===== config.mk =====
export PLATFORM = sky130hd
export DESIGN_NAME = jk_down_timer
export DESIGN_NICKNAME = d
export VERILOG_FILES = /design/src/rtl/jk_timer_pkg.sv /design/src/rtl/jk_toggle_cell.sv /design/src/rtl/jk_down_timer.sv
export SDC_FILE = /design/constraint.sdc
export NUM_CORES = 1
export LEC_CHECK = 0
export ABC_AREA = 0
export CAP_MARGIN = 30
export CORE_AREA = 5 5 42 44
export DETAILED_ROUTE_END_ITERATION = 16
export DIE_AREA = 0 0 47 49
export PLACE_DENSITY = 0.62
export RECOVER_POWER = 25
export SKIP_CTS_REPAIR_TIMING = 1
export SLEW_MARGIN = 20
export SYNTH_ARGS = -nofsm -noshare
export SYNTH_HDL_FRONTEND = slang
export SYNTH_SLANG_ARGS = --single-unit

===== constraint.sdc =====
create_clock -name clk -period 1.4 [get_ports clk]
set_input_delay 0.42 -clock clk [delete_from_list [all_inputs] [get_ports clk]]
set_output_delay 0.42 -clock clk [all_outputs]
set_load 0.1 [all_outputs]

===== src/rtl/jk_timer_pkg.sv =====
// Shared types and constants for the JK down-counter timer.
package jk_timer_pkg;

  localparam int unsigned JK_TIMER_WIDTH = 4;

  typedef enum logic [1:0] {
    StIdle = 2'b00,
    StRun  = 2'b01,
    StDone = 2'b10
  } jk_state_e;

endpackage


===== src/rtl/jk_toggle_cell.sv =====
// Single JK flip-flop with clock enable and asynchronous active-high reset to 0.
module jk_toggle_cell (
  input  logic clk,
  input  logic reset,
  input  logic j,
  input  logic k,
  input  logic en,
  output logic q
);

  always_ff @(posedge clk or posedge reset) begin
    if (reset) begin
      q <= 1'b0;
    end else if (en) begin
      case ({j, k})
        2'b01:   q <= 1'b0;
        2'b10:   q <= 1'b1;
        2'b11:   q <= ~q;
        default: q <= q;
      endcase
    end
  end

endmodule


===== src/rtl/jk_down_timer.sv =====
// Loadable down-counter timer built from JK toggle cells with a one-cycle done pulse.
// Define JK_DOWN_RELOAD_EN to make DONE reload the last start value and run periodically.
module jk_down_timer
  import jk_timer_pkg::*;
#(
  parameter int unsigned WIDTH = JK_TIMER_WIDTH
) (
  input  logic             clk,
  input  logic             reset,
  input  logic             start,
  input  logic [WIDTH-1:0] load_value,
  input  logic             enable,
  output logic [WIDTH-1:0] q,
  output logic             busy,
  output logic             done
);

  jk_state_e        state_q, state_d;
  logic [WIDTH-1:0] toggle;
  logic [WIDTH-1:0] low_mask;
  logic [WIDTH-1:0] load_bits;
  logic [WIDTH-1:0] cell_j, cell_k, cell_en;
  logic             do_load, do_count;
`ifdef JK_DOWN_RELOAD_EN
  logic [WIDTH-1:0] reload_q, reload_d;
`endif

  // Bit i toggles on decrement when every lower bit is zero (borrow ripples through).
  always_comb begin
    toggle   = '0;
    low_mask = '0;
    for (int unsigned i = 0; i < WIDTH; i++) begin
      low_mask  = (WIDTH'(1) << i) - WIDTH'(1);
      toggle[i] = ~|(q & low_mask);
    end
  end

  always_comb begin
    state_d   = state_q;
    do_load   = 1'b0;
    do_count  = 1'b0;
    load_bits = load_value;
`ifdef JK_DOWN_RELOAD_EN
    reload_d  = reload_q;
`endif
    case (state_q)
      StIdle: begin
        if (start) begin
          do_load = 1'b1;
          state_d = (load_value != '0) ? StRun : StDone;
`ifdef JK_DOWN_RELOAD_EN
          if (load_value != '0) reload_d = load_value;
`endif
        end
      end
      StRun: begin
        if (enable) begin
          // A zero count (only reachable via a zero reload) finishes without wrapping.
          do_count = (q != '0);
          if (q == WIDTH'(1) || q == '0) state_d = StDone;
        end
      end
      StDone: begin
`ifdef JK_DOWN_RELOAD_EN
        do_load   = 1'b1;
        load_bits = reload_q;
        state_d   = StRun;
`else
        state_d   = StIdle;
`endif
      end
      default: state_d = StIdle;
    endcase

    cell_j  = do_load ? load_bits  : toggle;
    cell_k  = do_load ? ~load_bits : toggle;
    cell_en = {WIDTH{do_load | do_count}};
  end

  for (genvar i = 0; i < WIDTH; i++) begin : g_cell
    jk_toggle_cell u_cell (
      .clk   (clk),
      .reset (reset),
      .j     (cell_j[i]),
      .k     (cell_k[i]),
      .en    (cell_en[i]),
      .q     (q[i])
    );
  end

  always_ff @(posedge clk or posedge reset) begin
    if (reset) begin
      state_q <= StIdle;
    end else begin
      state_q <= state_d;
    end
  end

`ifdef JK_DOWN_RELOAD_EN
  always_ff @(posedge clk or posedge reset) begin
    if (reset) begin
      reload_q <= '0;
    end else begin
      reload_q <= reload_d;
    end
  end
`endif

  assign busy = (state_q != StIdle);
  assign done = (state_q == StDone);

endmodule


==> results of run 1 <==
[state kept, by name, indices dropped and copies added, names as in the netlist]
name / flops
g_cell.u_cell.q: 4
state_q: 2
[final cells by class]
type | count | area, sq um | area share [%]
sequential | 6 | 154 | 22.1
clock buffer | 3 | 22.5 | 3.23
multi-input combinational | 27 | 206 | 29.6
timing repair buffer | 24 | 287 | 41.1
tap | 16 | 20.0 | 2.87
inverter | 2 | 7.51 | 1.08
[layer usage]
layer  global-route usage (%)  vias up
met5                        0        -
met1                     10.5      189
li1                         -      187
met3                     2.21        4
met2                     13.1       30
met4                     6.91        0
[cells in the final DEF, fill, tap and decap left out, types with 2 or more instances in the layout]
master / n
inv_1: 2
or4_1: 2
dlymetal6s2s_1: 4
buf_12: 6
a31oi_1: 2
dfrtp_1: 3
clkdlybuf4s50_1: 2
o21ai_0: 2
nand2b_1: 2
a21oi_1: 2
buf_4: 10
clkbuf_4: 3
dfrtp_2: 3
nor2_2: 2
[logic make-up (layout without fill, tap and decap cells)]
logic type	count (synthesis)	after routing	synth area share [%]
AOI/OAI and AO/OA	11	11	18.8
buffers and inverters	7	29	11.1
DFF	6	6	40.3
and+or+nand+nor	16	16	29.9
[worst paths after layout]
check                                          startpoint                              to  slack, ns  cells after the start
min                                         load_value[3]  g_cell[3].u_cell.q$_DFFE_PP0P_       0.42                      3
min in group asynchronous                           reset  g_cell[2].u_cell.q$_DFFE_PP0P_       0.52                      2
max in group asynchronous                           reset  g_cell[0].u_cell.q$_DFFE_PP0P_       0.67                      2
max reg2reg                g_cell[0].u_cell.q$_DFFE_PP0P_  g_cell[2].u_cell.q$_DFFE_PP0P_       0.05                      3
min reg2reg                        state_q[1]$_DFFE_PP0P_          state_q[0]$_DFFE_PP0P_       0.49                      1
max                                state_q[1]$_DFFE_PP0P_                            done      -0.16                      3
[stage by stage]
| step | cells | cell area [sq um] | setup TNS [ns] |
|---|---|---|---|
| CTS | 76 | 642 | -0.996 |
| detailed placement | 73 | 619 | -2.09 |
| global route | 78 | 697 | -0.379 |
| floorplan | 40 | 375 | 0 |
| global placement | 73 | 619 | -2.03 |
| finish | 78 | 697 | -0.285 |
[worst reg2reg max path, cell delays in order, from the launching register on]
cell and delay, ns:
dfrtp_2 0.44, buf_4 0.15, or4_1 0.50, a31oi_1 0.17
[cell usage after synthesis]
cell type,n,area (sq um)
or3_1,1,6.26
a31oi_1,2,12.5
a22oi_1,1,7.51
or3b_2,1,8.76
nand3b_4,1,20.0
a311oi_1,1,8.76
o21ai_0,2,10.0
or4_1,3,22.5
inv_1,2,7.51
clkbuf_1,1,3.75
o41ai_1,1,8.76
nor2_1,3,11.3
nor3_1,1,5.00
a21oi_1,3,15.0
or2_2,1,6.26
and2b_1,1,7.51
buf_4,4,30.0
nand2b_1,2,12.5
o31ai_1,1,7.51
nor3b_1,1,7.51
nand2_1,1,3.75
dfrtp_1,6,150
==> flow_summary.ini, run 1 <==
[grt]
grt_pass1_wl_mm = 1.47
antenna_found_initial = 0
overflow = 0
grt_max_degree = 9
track_usage_pct = 8.91
grt_pass1_vias = 341

[logic_synthesis]
synthDistinctLibCells = 22
yosys_warnings = 0
synth_area_per_cell_sq_um = 9.32
netlist_area_sq_um = 373
ys_ff_latch = 6
synthesis.nets = 48
ys_seq_area_share_pct = 40.3
syn-instance-count = 40

[drt]
top_layer_used = met4
drtPass1Iterations = 6
routed-via-count = 410
drt-vias-per-instance = 5.26
drc = 0
routedLengthMet1_microns = 376
first_iter_violations = 7
wl_met2_microns = 531
wl_per_cell_microns = 13.2
wl_met3_microns = 92
final_antenna_net_count = 0
totalWireLength_mm = 1.03

[clocking]
cts_tree = built
clk_pin_slew_ns = 0.05
numCtsBuffers = 3
clockRootBuffer = clkbuf_4
htree_levels = 1
cts_buffer_depth = 2
clock_latency_ns = 0.25
clock_sinks = 6

[sta]
setup_ws_ns = -0.157
worst_hold_slack_ns = 0.416
clock-skew-final_ns = 0.0000620
tightest_slew_ns = 0.330
period_share_pct = 111
finalSetupViolCount = 3
maxSlewViolCount = 0
fmax_ghz = 0.642
rsz0062_at_grt = true
fin_crit_ns = 1.56
hold_viol_final = 0
slew_headroom_pct = 77.8

[final_layout]
drive_above_1_share_pct = 51.6
diodes = 0
fillCellCount = 137
fin_nets = 72
fin_util_pct = 49.7
layout-area-overhead-vs-synth_pct = 86.9

[worst_setup_path]
cpPeakStageDelay_ns = 0.40
crit_chain = buf_4 > and2b_4 > buf_12
slowest_stage = dfrtp_1
startpoint_type = flip-flop
required_ns = 0.98
critPathKind = reg -> out
worstPathMaxFanout = 4
worstSetupEndpointType = output port
critPathTopFamily = flip-flops
worstPathBufferInverterCount = 2
arrival_ns = 1.14

[floorplan]
rows = 14
fp.dieH_microns = 49
ios = 14
placeableCoreArea_sq_um = 1400
die-area_sq_um = 2300
fp.dieW_microns = 47
start_util_pct = 26.6

[run]
maxCapViolCount = 0

[place]
dp_slack_ns = -0.408
gp_congestion = 0.742
dp_hpwl_microns = 747
io_buffers = 13

[hold_path]
hold_path_class = in -> reg

[run_status]
status = finished with violations
violations = setup timing
Power of run 1 is left out: the tool's default activity adds up to more than one toggle a clock period on the data nets, which glitch-free logic cannot reach.
==> inputs of run 2 (changes only) <==
--- a/config.mk
+++ b/config.mk
@@ -7,9 +7,9 @@
 export LEC_CHECK = 0
 export ABC_AREA = 0
 export CAP_MARGIN = 30
-export CORE_AREA = 5 5 42 44
+export CORE_AREA = 2 2 39 41
 export DETAILED_ROUTE_END_ITERATION = 16
-export DIE_AREA = 0 0 47 49
+export DIE_AREA = 0 0 41 43
 export PLACE_DENSITY = 0.62
 export RECOVER_POWER = 25
 export SKIP_CTS_REPAIR_TIMING = 1
==> flow_summary.ini, run 2 (synthesis results as in run 1) <==
[final_layout]
largest_register_ffs = 4
diodes = 0
fin_nets = 78
fillCellCount = 119
layout_common_cells = 14 x buf_4, 6 x buf_12, 5 x dlymetal6s2s_1
top_regs = g_cell.u_cell.q: 4 flops, state_q: 2 flops
drive_above_1_share_pct = 54.4
final_area_sq_um = 752
layout-area-overhead-vs-synth_pct = 102
final_common_cell = buf_4
regMostFlops = g_cell.u_cell.q

[sta]
worst_hold_slack_ns = 0.484
maxSlewViolCount = 0
tightest_slew_ns = 0.434
period_share_pct = 110
hold_viol_final = 0
setup_ws_ns = -0.133
slew_headroom_pct = 70.9
fin_crit_ns = 1.53
rsz0062_at_grt = true
fmax_ghz = 0.652
finalSetupViolCount = 3
clock-skew-final_ns = 0.000310

[grt]
busiest_layer = met2
met1_usage_pct = 17.6
overflow = 0
grt_pass1_wl_mm = 1.54
grtUsageMet3_pct = 4.71
grt_max_degree = 9
grt_use_met2_pct = 18.4
grt_pass1_vias = 342
track_usage_pct = 13.5
antenna_found_initial = 0

[worst_setup_path]
worstPathBufferInverterCount = 2
critPathKind = reg -> out
required_ns = 0.98
worstSetupEndpointType = output port
critPathTopFamily = flip-flops
cpPeakStageDelay_ns = 0.42
worstPathMaxFanout = 4
slowest_stage = dfrtp_2
crit_chain = buf_6 > and2b_4 > buf_12
arrival_ns = 1.11
startpoint_type = flip-flop

[clocking]
cts_tree = built
numCtsBuffers = 3
cts_buffer_depth = 2
htree_levels = 1
clk_pin_slew_ns = 0.05
clockRootBuffer = clkbuf_4
clock_latency_ns = 0.25
clock_sinks = 6

[place]
dpl_cell_area_sq_um = 612
gp_congestion = 0.840
dp_hpwl_microns = 758
io_buffers = 13

[drt]
first_iter_violations = 12
drc = 0
drt-vias-per-instance = 4.86
routed-via-count = 408
wl_per_cell_microns = 12.6
final_antenna_net_count = 0
drtPass1Iterations = 4
totalWireLength_mm = 1.06

[floorplan]
ios = 14
die-area_sq_um = 1760
placeableCoreArea_sq_um = 1380
start_util_pct = 26.9
rows = 14
fp.dieH_microns = 43
fp.dieW_microns = 41

[run]
maxCapViolCount = 0

[run_status]
status = finished with violations
violations = setup timing

[hold_path]
hold_path_class = in -> reg
[run 2: cell types whose count changed in the layout (fill, tap and decap cells not counted)]
cell             delta
buf_4               +4
buf_6               +2
clkdlybuf4s50_1     -1
dlymetal6s2s_1      +1
nor2_1              +1
nor2_2              -1
nor3b_1             +1
nor3b_2             -1
o41ai_1             -1
o41ai_2             +1
[run 2: layout make-up]
type,instances,area [sq um],area share [%]
Clock buffer,3,22.5,3.00
Inverter,2,7.51,0.998
Multi-Input combinational cell,27,206,27.5
Sequential cell,6,154,20.5
Tap cell,16,20.0,2.66
Timing Repair Buffer,30,342,45.4
[run 2: final timing paths]
| kind | start | to | slack (ns) | cells past startpoint |
|---|---|---|---|---|
| setup reg to reg | state_q[1]$_DFFE_PP0P_ | g_cell[1].u_cell.q$_DFFE_PP0P_ | -0.01 | 4 |
| setup / recovery | state_q[1]$_DFFE_PP0P_ | done | -0.13 | 3 |
| min in group asynchronous | reset | g_cell[3].u_cell.q$_DFFE_PP0P_ | 0.52 | 2 |
| hold reg to reg | state_q[1]$_DFFE_PP0P_ | state_q[0]$_DFFE_PP0P_ | 0.56 | 2 |
| hold / removal | load_value[0] | g_cell[0].u_cell.q$_DFFE_PP0P_ | 0.48 | 3 |
| max in group asynchronous | reset | g_cell[0].u_cell.q$_DFFE_PP0P_ | 0.67 | 2 |
[run 2: layer usage]
metal / part of all wire, % / vias to the layer above
met1: 41 / 185
met2: 52 / 16
met3: 5.1 / 5
li1: - / 202
met5: 0 / -
met4: 2.4 / 0
[run 2: tightest hold or removal path, delay by kind of cell]
| family | cells | cell delay (ns) |
|---|---|---|
| buffers and inverters | 1 | 0.11 |
| AOI/OAI and AO/OA | 1 | 0.11 |
| and+or+nand+nor | 1 | 0.05 |
[run 2: per-stage QoR]
step	worst slack (ns)	setup TNS [ns]	utilization, %	cells
CTS	-0.216	-1.06	45.8	75
detailed placement	-0.423	-2.15	44.2	72
floorplan	0.0278	0	-	40
global route	-0.152	-0.467	54.3	84
global placement	-0.381	-2.00	44.2	72
finish	-0.133	-0.260	54.3	84
Power of run 2 is left out for the same reason.
==> inputs of run 3 (changes only) <==
==> constraint.sdc (replaced) <==
create_clock -name clk -period 1.6 [get_ports clk]
set_input_delay 0.48 -clock clk [delete_from_list [all_inputs] [get_ports clk]]
set_output_delay 0.48 -clock clk [all_outputs]
set_load 0.1 [all_outputs]
==> flow_summary.ini, run 3 (synthesis results as in run 1) <==
[grt]
track_usage_pct = 13.4
antenna_found_initial = 0
grt_max_degree = 9
grt_pass1_vias = 360
grt_pass1_wl_mm = 1.46
overflow = 0

[drt]
drtPass1Iterations = 2
first_iter_violations = 9
routed-via-count = 372
drt-vias-per-instance = 5.10
totalWireLength_microns = 937
wl_met2_microns = 485
routedLengthMet1_microns = 375
wl_per_cell_microns = 12.8
wl_met3_microns = 25
top_layer_used = met4
drc = 0
final_antenna_net_count = 0

[final_layout]
fin_nets = 67
layout-area-overhead-vs-synth_pct = 69.1
seqCellArea_sq_um = 150
finalNonFillerCells = 73
largest_register_ffs = 4
multi_input_area_sq_um = 193
diodes = 0
drive_above_1_share_pct = 36.8
layout_common_cells = 6 x dfrtp_1, 6 x buf_12, 6 x buf_4
top_regs = g_cell.u_cell.q: 4 flops, state_q: 2 flops
fillCellCount = 136
regMostFlops = g_cell.u_cell.q

[place]
dp_hpwl_microns = 694
io_buffers = 13
gp_congestion = 0.832
post-place-cells = 69

[clocking]
clock_latency_ns = 0.25
cts_tree = built
cts_buffer_depth = 2
clk_pin_slew_ns = 0.05
htree_levels = 1
clockRootBuffer = clkbuf_4
clock_sinks = 6
numCtsBuffers = 3

[sta]
tightest_slew_ns = 0.426
slew_headroom_pct = 71.4
fmax_ghz = 0.631
maxSlewViolCount = 0
period_share_pct = 99.0
finalSetupViolCount = 0
fin_crit_ns = 1.58
hold_viol_final = 0
clock-skew-final_ns = 0.00244

[worst_setup_path]
critPathKind = in -> reg
worstPathMaxFanout = 2
worstSetupEndpointType = flip-flop
arrival_ns = 1.70
startpoint_type = input pin
required_ns = 1.71

[floorplan]
start_util_pct = 26.9
ios = 14
rows = 14
placeableCoreArea_sq_um = 1380
die-area_sq_um = 1760
fp.dieH_microns = 43
fp.dieW_microns = 41

[run_status]
status = finished clean

[run]
maxCapViolCount = 0

[hold_path]
hold_path_class = in -> reg
==> run 3: stage by stage <==
stage               hold slack, ns  setup WS, ns  util, %  TNS, ns  area (sq um)
global placement             0.511        -0.236     42.5    -1.16           588
CTS                          0.456       -0.0795     44.1  -0.0795           611
global route                 0.552       -0.0206     45.6  -0.0227           631
detailed placement           0.531        -0.242     42.5    -1.23           588
floorplan                    0.271         0.131        -        0           374
finish                       0.529        0.0152     45.6        0           631
==> run 3: worst paths after layout <==
| kind | startpoint | to | slack, ns | cells past startpoint |
|---|---|---|---|---|
| max reg2reg | state_q[1]$_DFFE_PP0P_ | g_cell[0].u_cell.q$_DFFE_PP0P_ | 0.17 | 5 |
| min | enable | state_q[0]$_DFFE_PP0P_ | 0.53 | 2 |
| max | load_value[0] | state_q[0]$_DFFE_PP0P_ | 0.02 | 4 |
| min reg2reg | state_q[1]$_DFFE_PP0P_ | state_q[0]$_DFFE_PP0P_ | 0.57 | 2 |
| min in group asynchronous | reset | state_q[1]$_DFFE_PP0P_ | 0.59 | 2 |
| max in group asynchronous | reset | g_cell[0].u_cell.q$_DFFE_PP0P_ | 0.82 | 2 |
==> run 3: cell type report <==
cell class | instances | share of cell area [%]
flip-flops and latches | 6 | 23.8
repair buffers | 19 | 37.7
clock buffers | 3 | 3.57
multi-input cells | 27 | 30.6
well taps | 16 | 3.17
inverters | 2 | 1.19
==> run 3: critical path, stage by stage <==
cell	delay (ns)
clkdlybuf4s50_1	0.45
or4_4	0.57
a21oi_2	0.14
a311oi_1	0.06
==> run 3: metal layers <==
layer	up-vias	GRT usage [%]
met2	8	17.5
met1	177	15.4
li1	182	-
met4	0	16.0
met3	5	3.14
met5	-	0
Power of run 3 is left out for the same reason.
